File: config.mk
export PLATFORM = sky130hd
export DESIGN_NAME = data_bus_bridge
export DESIGN_NICKNAME = d
export VERILOG_FILES = /design/src/rtl/data_bus_bridge.sv
export SDC_FILE = /design/constraint.sdc
export NUM_CORES = 1
export LEC_CHECK = 0
export CAP_MARGIN = 20
export CORE_ASPECT_RATIO = 0.9
export CORE_UTILIZATION = 40
export CTS_CLUSTER_DIAMETER = 100
export CTS_CLUSTER_SIZE = 25
export DETAILED_ROUTE_END_ITERATION = 16
export GPL_TIMING_DRIVEN = 1
export PLACE_DENSITY = 0.76
export SYNTH_ARGS = -nofsm -noshare
export SYNTH_HDL_FRONTEND = slang
export SYNTH_SLANG_ARGS = --single-unit
File: constraint.sdc
create_clock -name clock -period 2.35 [get_ports clock]
set_input_delay 0.705 -clock clock [delete_from_list [all_inputs] [get_ports clock]]
set_output_delay 0.705 -clock clock [all_outputs]
set_load 0.02 [all_outputs]
File: src/rtl/data_bus_bridge.sv
// data_bus_bridge
//   Converts one core load/store into one or two aligned word transactions on a
//   req/ack memory bus. Accesses that straddle a word boundary are split into a
//   low word and a following high word; read data is returned right-justified
//   and zero-filled (sign extension is the core's job).
//
//   Ports
//     clock, reset           : clock, asynchronous active-low reset
//     core_address/width/    : core access (width 0 byte, 1 half, 2 word, 3 none)
//       wdata/read/write
//     core_rdata             : load result, valid while in DONE
//     core_stall             : high while a request is pending and not yet done
//     bus_error              : one-cycle pulse in DONE on timeout/illegal request
//     mem_req/we/addr/be/    : word-wide bus request side
//       wdata
//     mem_ack, mem_rdata     : bus completion and read data
//
//   state | meaning
//   IDLE  | waiting for a core request, latches it
//   BUS1  | first (or only) word transaction outstanding
//   BUS2  | second word of a split access outstanding
//   DONE  | result/error presented, core retires at this edge
module data_bus_bridge #(
   parameter int TIMEOUT_CYCLES   = 255,
   parameter bit ALLOW_MISALIGNED = 1'b1
) (
   input  logic        clock,
   input  logic        reset,
   input  logic [31:0] core_address,
   input  logic [1:0]  core_width,
   input  logic [31:0] core_wdata,
   input  logic        core_read,
   input  logic        core_write,
   output logic [31:0] core_rdata,
   output logic        core_stall,
   output logic        bus_error,
   output logic        mem_req,
   output logic        mem_we,
   output logic [31:0] mem_addr,
   output logic [3:0]  mem_be,
   output logic [31:0] mem_wdata,
   input  logic        mem_ack,
   input  logic [31:0] mem_rdata
);

   // The wait counter only has to reach TIMEOUT_CYCLES-1 before the timeout fires.
   localparam int CNT_W = (TIMEOUT_CYCLES > 1) ? $clog2(TIMEOUT_CYCLES) : 1;
   localparam logic [CNT_W-1:0] CNT_LAST =
      CNT_W'((TIMEOUT_CYCLES > 0) ? TIMEOUT_CYCLES - 1 : 0);

   typedef enum logic [1:0] {IDLE, BUS1, BUS2, DONE} state_t;

   state_t           state;
   logic [CNT_W-1:0] cnt;
   logic [1:0]       off_q;
   logic [31:0]      mask_q;
   logic             we_q;
   logic             split_q;
   logic [3:0]       be_hi_q;
   logic [31:0]      wd_hi_q;
   logic [31:0]      lo_q;

   logic             request;
   logic             in_split;
   logic [1:0]       in_off;
   logic [3:0]       in_base;
   logic [31:0]      in_mask;
   logic [7:0]       in_be;
   logic [63:0]      in_wd;
   logic [63:0]      rd_word;
   logic [63:0]      rd_shift;
   logic [31:0]      rd_val;

   assign request    = (core_read | core_write) & (core_width != 2'd3);
   assign core_stall = request & (state != DONE);

   // Byte enables and write data are formed over a two-word window: the lower
   // word is the first transaction, the upper word the split-off second one.
   always_comb begin
      in_off  = core_address[1:0];
      in_base = 4'b1111;
      in_mask = 32'hFFFF_FFFF;
      case (core_width)
         2'd0: begin
            in_base = 4'b0001;
            in_mask = 32'h0000_00FF;
         end
         2'd1: begin
            in_base = 4'b0011;
            in_mask = 32'h0000_FFFF;
         end
         default: ;
      endcase
      in_split = ((core_width == 2'd1) && (in_off == 2'd3)) ||
                 ((core_width == 2'd2) && (in_off != 2'd0));
      in_be    = {4'b0000, in_base} << in_off;
      in_wd    = {32'h0000_0000, core_wdata} << {in_off, 3'b000};
      rd_word  = (state == BUS2) ? {mem_rdata, lo_q} : {32'h0000_0000, mem_rdata};
      rd_shift = rd_word >> {off_q, 3'b000};
      rd_val   = rd_shift[31:0] & mask_q;
   end

   always_ff @(posedge clock or negedge reset) begin
      if (!reset) begin
         state      <= IDLE;
         cnt        <= '0;
         off_q      <= '0;
         mask_q     <= '0;
         we_q       <= 1'b0;
         split_q    <= 1'b0;
         be_hi_q    <= '0;
         wd_hi_q    <= '0;
         lo_q       <= '0;
         core_rdata <= '0;
         bus_error  <= 1'b0;
         mem_req    <= 1'b0;
         mem_we     <= 1'b0;
         mem_addr   <= '0;
         mem_be     <= '0;
         mem_wdata  <= '0;
      end else begin
         // DONE lasts exactly one cycle, so these defaults make both a pulse.
         bus_error  <= 1'b0;
         core_rdata <= '0;
         case (state)
            IDLE: begin
               if (request) begin
                  off_q   <= in_off;
                  mask_q  <= in_mask;
                  we_q    <= core_write;
                  split_q <= in_split;
                  be_hi_q <= in_be[7:4];
                  wd_hi_q <= in_wd[63:32];
                  cnt     <= '0;
                  if ((core_read && core_write) || (in_split && !ALLOW_MISALIGNED)) begin
                     bus_error <= 1'b1;
                     state     <= DONE;
                  end else begin
                     mem_req   <= 1'b1;
                     mem_we    <= core_write;
                     mem_addr  <= {core_address[31:2], 2'b00};
                     mem_be    <= in_be[3:0];
                     mem_wdata <= in_wd[31:0];
                     state     <= BUS1;
                  end
               end
            end
            BUS1, BUS2: begin
               if (mem_ack) begin
                  cnt <= '0;
                  if (state == BUS1) lo_q <= mem_rdata;
                  if ((state == BUS1) && split_q) begin
                     mem_addr  <= mem_addr + 32'd4;
                     mem_be    <= be_hi_q;
                     mem_wdata <= wd_hi_q;
                     state     <= BUS2;
                  end else begin
                     mem_req    <= 1'b0;
                     mem_we     <= 1'b0;
                     mem_be     <= '0;
                     mem_wdata  <= '0;
                     core_rdata <= we_q ? 32'h0000_0000 : rd_val;
                     state      <= DONE;
                  end
               end else if ((TIMEOUT_CYCLES != 0) && (cnt == CNT_LAST)) begin
                  // Abandon the access; an unissued second half is dropped too.
                  mem_req   <= 1'b0;
                  mem_we    <= 1'b0;
                  mem_be    <= '0;
                  mem_wdata <= '0;
                  bus_error <= 1'b1;
                  state     <= DONE;
               end else begin
                  cnt <= cnt + CNT_W'(1);
               end
            end
            DONE:    state <= IDLE;
            default: state <= IDLE;
         endcase
      end
   end

endmodule

Yosys cells after proc, flatten, opt, wreduce, memory -nomap -nowiden

Cells that the tools add are included.

Mux-type cells: 48
Add/subtract/negate cells: 2
Reductions and logical operators: 17
Bitwise gates (word level): 4
Equal/unequal tests: 16
Shifts and indexed selects: 3

Operators with widths:

| cell                    | count |
|---|---|
| $mux W32                | 13 |
| $pmux W32 S2            | 3 |
| $mux W64                | 1 |
| $shl A32 B5 Y64         | 1 |
| $shr A64 B5 Y32         | 1 |
| $add A32 B3 Y32 const B | 1 |
| $and A32 B32 Y32        | 1 |
| $mux W8                 | 3 |
| $mux W4                 | 5 |
| $pmux W4 S2             | 2 |
| $pmux W8 S2             | 1 |
| $mux W1                 | 12 |
| $ne A2 B2 Y1 const B    | 6 |
| $reduce_and A5 Y1       | 2 |
| $ne A3 B3 Y1 const B    | 3 |
| $add A8 B1 Y8 const B   | 1 |
| $eq A2 B2 Y1 const B    | 4 |
| $eq A8 B8 Y1 const B    | 1 |
| $mux W2                 | 4 |
| $shl A4 B2 Y8           | 1 |
| $pmux W1 S2             | 3 |
| $pmux W2 S3             | 1 |
| $reduce_and A3 Y1       | 2 |
| $eq A2 B1 Y1 const B    | 2 |
| 9 further kinds         | 16 |

Bits in registers: 217
Input port bits: 103
Output and inout bits: 104
Logic and storage cells: 106

Longest topological paths before layout

Gate-level depths: netlist (run 1).

Depth after elaboration: 8
Mapped depth: 10
Mapped depth without buffers: 7

Worst setup path before layout (run 1)

No wires, ideal clock.

Kind: in2reg
Start point: input core_width[0]
End point: register mem_addr[11]
Cell stages on the path: 7
Buffers on the path: 2
Path slack: 0.248 ns
Arrival: 2.033 ns
Required time: 2.281 ns
Setup time: 0.069 ns
Cells stage by stage: clkbuf_1 a21oi_1 a21oi_2 or2_1 buf_2 or4_1 nand3_1

Word-level cells in the longest chain between the ends: 4

Ends and longest elaborated chain:

| what                        | RTL line | text |
|---|---|---|
| start, declared             | 30       | `input logic [1:0] core_width,` |
| $ne A2 B2 Y1                | 74       | `assign request = (core_read \| core_write) & (core_width != 2'd3);` |
| $and A1 B1 Y1               | 74       |  |
| $ne A2 B2 Y1 (no line)      | n/a      |  |
| $reduce_and A5 Y1 (no line) | n/a      |  |
| end signal, assigned        | 141      | `mem_addr <= {core_address[31:2], 2'b00};` |
| end signal, assigned        | 153      | `mem_addr <= mem_addr + 32'd4;` |
| end, declared               | 39       | `output logic [31:0] mem_addr,` |

Every way passes these cells.
A chain may end at the register's enable or synchronous reset.

Final worst setup path (run 1)

Start point: register mem_addr[15]
End point: output mem_addr[15]

No word-level cell between the ends.

==> summary.txt, run 1 <==
Status
  • Status: finished, final reports clean

Global routing
  • First-pass GRT wire length: 44,440 um
  • GRT overflow: 0
  • All-Layer GR Usage: 0.2329
  • Met1 GRT Util: 0.3111
  • Vias in the first global route: 8,524
  • Largest net degree at the start of global routing: 54
  • Initial antenna violation count: 0
  • Gr busiest metal: met2
  • Met2 Resource Use GR: 0.3745
  • Met3 Track Usage GR: 0.05103

Setup path
  • Buf+Inv Stages, Crit Path: 1
  • Worst-path cell chain: clkdlybuf4s50_1
  • CP Data Arrival Time: 1.58 ns
  • Worst path slowest cell: clkdlybuf4s50_1
  • Crit path max fanout: 7
  • CP delay by family, top: buffers and inverters
  • Req. time, crit path: 1.64 ns
  • Critical Path Start: mem_addr[15]
  • Crit path kind: flip-flop to output port
  • Worst Setup Start Kind: flip-flop
  • Critical Path Sink Type: output port
  • Critical path's largest stage delay: 0.67 ns
  • Reg2Reg Launch Point: state[0]

Logic synthesis
  • Number of synthesized flops with an enable pin: 0
  • Unique masters post-synth: 60
  • Synth async-reset ratio: 1.000
  • Average cell area after synthesis: 9.412 sq um
  • Ys flop type: dfrtp_1
  • Count leader, synth: dfrtp_1
  • Synth Cell Area: 0.009507 sq mm
  • Cells after Synth: 1,010
  • Yosys reg bits: 177
  • Top cells by count, synth: 177 x dfrtp_1, 158 x nand2_1, 93 x o21ai_0
  • Yosys top cell area share: 0.4659
  • Post-synth top area cell: dfrtp_1
  • Largest cells by area after synthesis: dfrtp_1 47%, mux2_2 7.0%, nand2_1 6.2%, mux2i_1 5.2%, o21ai_0 4.9%
  • Register area share after synthesis: 0.4659
  • YS warnings: 0

Routing
  • DRT iter0 DRCs: 557
  • ANT nets after route: 0
  • Vias post-DR: 8,644
  • # DRC: 0
  • DR pass1 iterations: 5
  • Routed WL: 27,930 um
  • Vias/cell: 5.602
  • Drt wl/cell: 18.10 um

STA
  • Fin. Hold Viols: 0
  • Post-route setup TNS: 0 ns
  • Final period util: 0.9744
  • Slew Viols, Final: 0
  • Hold slack: 0.2370 ns
  • Slew HR: 0.4874
  • Max Freq: 436.7 MHz
  • Worst-margin pin slew: 0.7681 ns
  • Min Tclk post-route: 2.290 ns
  • Setup Skew: 0.01056 ns
  • RSZ-0062 raised after global routing: false
  • Finish-stage setup viols: 0

Layout
  • Final-stage net count: 1,339
  • Fill count: 2,097
  • Layout cells sized above 1: 0.1467
  • Number of diodes: 0
  • Area Overhead vs Synth: 35.93%
  • Register area: 0.004431 sq mm
  • Multi-input logic area: 0.004735 sq mm

Die
  • Die area: 0.02439 sq mm
  • DIE WIDTH: 164.5 um
  • Number of I/O pins: 207
  • Starting Density: 0.4073
  • FP Rows: 53
  • Die Y-Extent: 148.3 um
  • Core Box Area: 0.02334 sq mm

Placed design
  • Post-DP HPWL: 19,840 um
  • RePlAce Congestion: 0.9075
  • PortBufs: 204

Power
  • Int Pwr: 0.009572 W
  • Comb pwr share: 0.513
  • Sw Share: 0.4160
  • Pwr Density: 1268 mW/mm^2
  • Switching power: 0.006818 W
  • Worst VDD drop: 0.7415 mV
  • LEAKAGE: 5.378 nW
  • Sequential share of power: 0.313
  • Clock power frac: 0.173

Clock network
  • Clk buf depth: 2
  • CTS tree: built
  • Htree depth: 4
  • Clock root buffer: clkbuf_16
  • Num Clock Sinks: 177
  • CTS Hold Bufs: 0
  • TritonCTS Buffers: 17
  • Clock-pin slew on the worst setup and hold paths: 0.07 ns
  • Latest clock arrival within the worst-skew pair: 0.44 ns

Flow run
  • Max Cap Viol: 0

Worst hold path
  • Hold WC Path Type: primary input to asynchronous set/reset pin
## through the flow
stage	instance area (sq um)	utilization	setup WS [ns]	power [W]	instances
after floorplan	9510	-	0.2475	0.01001	1011
after global placement	12330	0.5281	-0.3427	0.01331	1511
after detailed placement	12330	0.5281	-0.3321	0.01355	1511
after CTS	12920	0.5536	0.004491	0.01642	1543
after global routing	12920	0.5536	0.008692	0.01746	1543
final	12920	0.5536	0.06022	0.01639	1543
## layout make-up
class,count,area share
multi-input combinational,750,0.3664
timing repair buffer,274,0.2134
tap,302,0.02924
clock buffer,17,0.03292
sequential,177,0.3429
inverter,8,0.002324
clock inverter,15,0.01288
## state kept, by name (all words and copies together) (netlist names)
name	cells
mem_req	1
mem_be	4
lo_q	32
mem_addr	30
be_hi_q	3
split_q	1
mask_q	3
core_rdata	32
mem_we	1
mem_wdata	32
wd_hi_q	24
state	2
bus_error	1
off_q	2
we_q	1
cnt	8
## cells by family (layout without fill, tap and decap cells)
family / Yosys count / count (layout) / synth area share
and+or+nand+nor: 371 / 371 / 0.1795
buffers and inverters: 84 / 314 / 0.03777
muxes: 116 / 116 / 0.1404
DFF: 177 / 177 / 0.4659
AOI/OAI and AO/OA: 250 / 250 / 0.1627
other: 1 / 2 / 0.0003945
adders and majority gates: 8 / 8 / 0.01053
xor gates and xnor gates: 3 / 3 / 0.002764
## power groups by stage
stage,Clock (W),Combinational [W],Sequential [W]
after floorplan,0,0.00441,0.00560
after CTS,0.00290,0.00841,0.00512
after global routing,0.00302,0.00917,0.00528
after global placement,0,0.00820,0.00511
after detailed placement,0,0.00838,0.00516
final,0.00284,0.00841,0.00513
## metal layers
layer,wire [um],vias to the layer above
li1,-,4067
met1,12200,4148
met2,12950,386
met3,2281,43
met4,501,0
met5,0,-
## what timing repair did
action / CTS / global route
buffers inserted: 0 / 0
endpoints found under the hold margin: 0 / 0
resized for setup: 5 / 3
setup endpoints to repair: 3 / 2
## worst paths after layout
kind / endpoint / slack (ns) / cells past startpoint
max reg2reg: mem_addr[29] / 0.19 / 7
min in group clock: wd_hi_q[21] / 0.47 / 2
max in group asynchronous: mem_wdata[3] / 1.45 / 2
max: mem_addr[15] / 0.06 / 1
min: bus_error / 0.24 / 1
min reg2reg: wd_hi_q[21] / 0.47 / 2
## cells in the final DEF (no fill, tap or decap), types with 4 or more instances in the layout
cell type	instances
clkdlybuf4s50_1	200
dfrtp_1	176
nand2_1	158
o21ai_0	92
nor2_1	86
mux2_2	59
buf_4	54
mux2i_1	49
a21oi_1	48
nand3_1	31
a22oi_1	26
a211oi_1	22
nor2b_1	20
clkbuf_16	17
buf_12	16
nand4_1	10
and3_1	10
nor3_1	10
o22a_1	9
a221oi_1	9
o31ai_1	9
mux4_2	8
ha_1	8
inv_1	7
and4_1	7
a31oi_1	6
and2_1	5
nand2b_1	5
nor4_1	5
nand4b_1	5
inv_8	5
o22ai_1	4
o211ai_1	4
o21a_1	4
clkinv_4	4
No activity file was read; power rests on OpenSTA's default activity.
==> run 2, diff against run 1 <==
--- a/config.mk
+++ b/config.mk
@@ -13,6 +13,7 @@
 export DETAILED_ROUTE_END_ITERATION = 16
 export GPL_TIMING_DRIVEN = 1
 export PLACE_DENSITY = 0.76
+export SETUP_SLACK_MARGIN = 0.2
 export SYNTH_ARGS = -nofsm -noshare
 export SYNTH_HDL_FRONTEND = slang
 export SYNTH_SLANG_ARGS = --single-unit
==> summary.txt, run 2 (synthesis results as in run 1) <==
Status
  • Status: finished, final reports clean

Worst hold path
  • Hold WC Path Type: primary input to asynchronous set/reset pin

Setup path
  • Worst-path cell chain: clkdlybuf4s50_1
  • Worst Setup Start Kind: flip-flop
  • CP delay by family, top: buffers and inverters
  • Crit path kind: flip-flop to output port
  • Critical path's largest stage delay: 0.61 ns
  • CP Data Arrival Time: 1.42 ns
  • Crit path max fanout: 2
  • Critical Path Sink Type: output port
  • Worst path slowest cell: clkdlybuf4s50_1
  • Req. time, crit path: 1.64 ns
  • Buf+Inv Stages, Crit Path: 1

Die
  • FP Rows: 53
  • Number of I/O pins: 207
  • Die area: 0.02439 sq mm
  • Core Box Area: 0.02334 sq mm
  • Die Y-Extent: 148.3 um
  • DIE WIDTH: 164.5 um
  • Starting Density: 0.4073

STA
  • Finish-stage setup viols: 0
  • RSZ-0062 raised after global routing: true
  • Hold slack: 0.2345 ns
  • Min Tclk post-route: 2.122 ns
  • Post-route setup TNS: 0 ns
  • Final period util: 0.9031
  • Fin. Hold Viols: 0
  • Slew HR: 0.4898
  • Setup Skew: 0.01123 ns
  • Max Freq: 471.2 MHz
  • Worst-margin pin slew: 0.7644 ns
  • Slew Viols, Final: 0

Layout
  • Registers with the most flip-flops: core_rdata: 32 flops, lo_q: 32 flops, mem_wdata: 32 flops
  • Commonest non-fill, non-tap cell in the layout: dfrtp_1
  • Area Overhead vs Synth: 36.29%
  • Most frequent cells in the layout: 175 x dfrtp_1, 157 x nand2_1, 137 x clkdlybuf4s50_1
  • Layout cells sized above 1: 0.1531
  • Number of diodes: 0
  • Final-stage net count: 1,339

Power
  • LEAKAGE: 5.749 nW
  • Worst VDD drop: 0.7038 mV
  • Pwr Density: 1249 mW/mm^2

Clock network
  • Latest clock arrival within the worst-skew pair: 0.44 ns
  • Clock-pin slew on the worst setup and hold paths: 0.07 ns
  • Post-CTS Setup Bufs: 0
  • Num Clock Sinks: 177
  • Clock root buffer: clkbuf_16
  • Clk buf depth: 2
  • CTS Hold Bufs: 0
  • CTS tree: built
  • TritonCTS Buffers: 17
  • Htree depth: 4

Placed design
  • PortBufs: 204
  • Post-DP HPWL: 19,840 um
  • RePlAce Congestion: 0.9075

Routing
  • Vias/cell: 5.607
  • Drt wl/cell: 18.08 um
  • DRT iter0 DRCs: 524
  • DR pass1 iterations: 5
  • Routed WL: 27,900 um
  • Vias post-DR: 8,652
  • ANT nets after route: 0
  • # DRC: 0

Global routing
  • Met3 Track Usage GR: 0.05020
  • First-pass GRT wire length: 44,460 um
  • Met2 Resource Use GR: 0.3757
  • GRT overflow: 0
  • Met1 GRT Util: 0.3107
  • Gr busiest metal: met2
  • Initial antenna violation count: 0
  • Vias in the first global route: 8,530
  • All-Layer GR Usage: 0.2329
  • Largest net degree at the start of global routing: 54

Flow run
  • Max Cap Viol: 0
[run 2: cell count changes in the layout (fill, tap and decap cells not counted), sizes merged]
cell	delta
dlymetal6s2s	+19
dlygate4sd2	+44
clkdlybuf4s50	-63
[run 2: path summary, 6_finish.rpt]
| path | endpoint | startpoint | cells past startpoint | slack, ns |
|---|---|---|---|---|
| worst max-delay path | mem_wdata[17] | mem_wdata[17] | 1 | 0.23 |
| worst min-delay path | bus_error | reset | 1 | 0.23 |
| worst max register to register | mem_addr[15] | state[1] | 8 | 0.29 |
| worst min register to register | wd_hi_q[21] | wd_hi_q[21] | 2 | 0.47 |
| max in group asynchronous | mem_wdata[2] | reset | 2 | 1.45 |
| min in group clock | wd_hi_q[21] | wd_hi_q[21] | 2 | 0.47 |
[run 2: layout make-up]
type	count	area, sq um
flip-flops and latches	177	4432
repair buffers	274	2764
inverters	8	30.03
multi-input cells	750	4761
clock buffers	17	425.4
fillers	2104	10390
well taps	302	377.9
clock inverters	15	166.4
[run 2: layer usage]
| layer | vias to the layer above | wire (um) |
|---|---|---|
| met4 | 0 | 483 |
| met3 | 38 | 2080 |
| li1 | 4062 | - |
| met5 | - | 0 |
| met2 | 374 | 13090 |
| met1 | 4178 | 12250 |
[run 2: repair_timing]
item | 4_1_cts | 5_1_grt
pin swaps | 1 | 1
gates cloned | 0 | 0
resized for setup | 51 | 33
endpoints found under the setup margin | 58 | 76
[run 2: worst register-to-register path, delay by kind of cell (launching register included)]
family | cells | cell delay, ns
AND/OR/NAND/NOR | 2 | 0.63
flip-flops | 1 | 0.43
AO/OA/AOI/OAI | 3 | 0.37
buffers and inverters | 2 | 0.32
adder cells (fa/ha/maj) | 1 | 0.25
[run 2: where the power goes]
group | internal [W] | leakage [nW] | switching [W]
Combinational | 0.00369 | 3.22 | 0.00454
Sequential | 0.00424 | 2.24 | 0.000876
Clock | 0.00143 | 0.290 | 0.00141
Total | 0.00936 | 5.75 | 0.00682
[run 2: per-stage QoR]
| stage | std cells | total power (W) | worst slack (ns) | cell area, sq um | utilization |
|---|---|---|---|---|---|
| 6_report | 1543 | 0.01618 | 0.2276 | 12960 | 0.5550 |
| 4_1_cts | 1543 | 0.01620 | 0.006966 | 12870 | 0.5516 |
| 3_3_place_gp | 1511 | 0.01331 | -0.3427 | 12330 | 0.5281 |
| 5_1_grt | 1543 | 0.01725 | 0.1656 | 12960 | 0.5550 |
| 3_5_place_dp | 1511 | 0.01355 | -0.3321 | 12330 | 0.5281 |
| 2_1_floorplan | 1011 | 0.01001 | 0.2475 | 9510 | - |
==> run 3, diff against run 2 <==
--- a/config.mk
+++ b/config.mk
@@ -5,7 +5,6 @@
 export SDC_FILE = /design/constraint.sdc
 export NUM_CORES = 1
 export LEC_CHECK = 0
-export CAP_MARGIN = 20
 export CORE_ASPECT_RATIO = 0.9
 export CORE_UTILIZATION = 40
 export CTS_CLUSTER_DIAMETER = 100
==> constraint.sdc (replaced) <==
create_clock -name clock -period 2.6 [get_ports clock]
set_input_delay 0.78 -clock clock [delete_from_list [all_inputs] [get_ports clock]]
set_output_delay 0.78 -clock clock [all_outputs]
set_load 0.02 [all_outputs]
==> summary.txt, run 3 (synthesis results as in run 1) <==
Routing
  • Drt wl/cell: 17.94 um
  • Vias post-DR: 8,670
  • Vias/cell: 5.659
  • DR pass1 iterations: 8
  • Routed WL: 27,480 um
  • # DRC: 0
  • DRT iter0 DRCs: 787
  • ANT nets after route: 0

Die
  • Core Box Area: 0.02334 sq mm
  • Die area: 0.02439 sq mm
  • Number of I/O pins: 207
  • Die Y-Extent: 148.3 um
  • DIE WIDTH: 164.5 um
  • FP Rows: 53
  • Starting Density: 0.4073

STA
  • Min Tclk post-route: 2.402 ns
  • RSZ-0062 raised after global routing: false
  • Slew Viols, Final: 0
  • Slew HR: 0.4834
  • Fin. Hold Viols: 0
  • Final period util: 0.9237
  • Finish-stage setup viols: 0
  • Worst-margin pin slew: 0.7741 ns
  • Hold slack: 0.3173 ns
  • Setup Skew: 0.01195 ns
  • Max Freq: 416.4 MHz

Layout
  • Registers with the most flip-flops: core_rdata: 32 flops, lo_q: 32 flops, mem_wdata: 32 flops
  • Most frequent cells in the layout: 196 x clkdlybuf4s50_1, 176 x dfrtp_1, 158 x nand2_1
  • Commonest non-fill, non-tap cell in the layout: clkdlybuf4s50_1
  • Number of diodes: 0
  • Util after Layout: 0.5480
  • Layout cells sized above 1: 0.1398
  • Final-stage net count: 1,328
  • Area Overhead vs Synth: 34.55%

Global routing
  • Initial antenna violation count: 0
  • All-Layer GR Usage: 0.2270
  • Vias in the first global route: 8,160
  • First-pass GRT wire length: 43,280 um
  • GRT overflow: 0
  • Largest net degree at the start of global routing: 58

Power
  • LEAKAGE: 5.341 nW
  • Clock power frac: 0.170
  • Pwr Density: 1140 mW/mm^2
  • Comb pwr share: 0.508
  • Switching power: 0.006055 W
  • Sequential share of power: 0.322
  • Int Pwr: 0.008528 W
  • Sw Share: 0.4152
  • Worst VDD drop: 0.6920 mV

Setup path
  • Worst Setup Start Kind: primary input
  • CP Data Arrival Time: 1.62 ns
  • Crit path kind: primary input to output port
  • Req. time, crit path: 1.82 ns
  • Critical Path Sink Type: output port
  • R2r worst-path depth: 8
  • Crit path max fanout: 2

Clock network
  • Num Clock Sinks: 177
  • CTS Hold Bufs: 0
  • Clk buf depth: 2
  • TritonCTS Buffers: 17
  • Clock-pin slew on the worst setup and hold paths: 0.07 ns
  • Htree depth: 4
  • Latest clock arrival within the worst-skew pair: 0.42 ns
  • Clock root buffer: clkbuf_16
  • CTS tree: built

Flow run
  • Max Cap Viol: 0

Placed design
  • Post-DP HPWL: 19,340 um
  • PortBufs: 204
  • RePlAce Congestion: 0.9238

Status
  • Status: finished, final reports clean

Worst hold path
  • Hold WC Path Type: primary input to asynchronous set/reset pin
[run 3: changes by cell type in the layout (fill, tap and decap cells not counted), moves of 3 or more]
cell and change:
buf_12 -3, buf_6 -3, clkinv_8 -3, buf_4 -5
dlygate4sd2_1 -44, dlymetal6s2s_1 -15, clkdlybuf4s50_1 +59
[run 3: power by group through the flow]
stage               clock network (W)  logic, W  registers [W]
finish                        0.00248   0.00741        0.00469
global route                  0.00264   0.00807        0.00485
CTS                           0.00253   0.00739        0.00469
detailed placement                  0   0.00736        0.00472
global placement                    0   0.00722        0.00469
floorplan                           0   0.00398        0.00506
[run 3: cell type report]
| type | count | area, sq um |
|---|---|---|
| Timing Repair Buffer | 263 | 2650 |
| Sequential cell | 177 | 4431 |
| Clock buffer | 17 | 425.4 |
| Tap cell | 302 | 377.9 |
| Multi-Input combinational cell | 750 | 4737 |
| Fill cell | 2037 | 10550 |
| Clock inverter | 15 | 140.1 |
| Inverter | 8 | 30.03 |
[run 3: timing repair]
item / CTS / global route
resized for setup: 5 / 9
cloned: 0 / 0
setup buffers: 0 / 0
endpoints found under the setup margin: 2 / 10
[run 3: path summary, 6_finish.rpt]
kind	start	end	slack, ns
setup / recovery	core_write	core_stall	0.20
hold / removal	reset	core_rdata[22]	0.32
setup reg to reg	state[1]	mem_addr[16]	0.37
hold reg to reg	wd_hi_q[20]	wd_hi_q[20]	0.47
max in group asynchronous	reset	mem_wdata[22]	1.58
min in group clock	wd_hi_q[20]	wd_hi_q[20]	0.47
[run 3: layer usage]
metal  up-vias  global-route usage  share of wire
li1       4041                   -              -
met1      4167              0.3163           0.43
met2       434              0.3582           0.46
met3        28             0.05326          0.091
met4         0             0.05046          0.013
met5         -                   0              0
[run 3: metrics by stage]
stage | total power, W | worst slack, ns | TNS [ns] | std cells | area [sq um]
6_report | 0.01458 | 0.1983 | 0 | 1532 | 12790
5_1_grt | 0.01556 | 0.1720 | 0 | 1532 | 12790
3_3_place_gp | 0.01192 | -0.2430 | -0.4827 | 1500 | 12210
4_1_cts | 0.01461 | 0.2012 | 0 | 1532 | 12770
2_1_floorplan | 0.009044 | 0.4225 | 0 | 1011 | 9510
3_5_place_dp | 0.01208 | -0.2384 | -1.392 | 1500 | 12210
[run 3: worst max-delay path, cell delays in order]
cell,delay [ns]
clkdlybuf4s50_1,0.45
o2bb2ai_2,0.18
nor2_1,0.06
buf_4,0.15
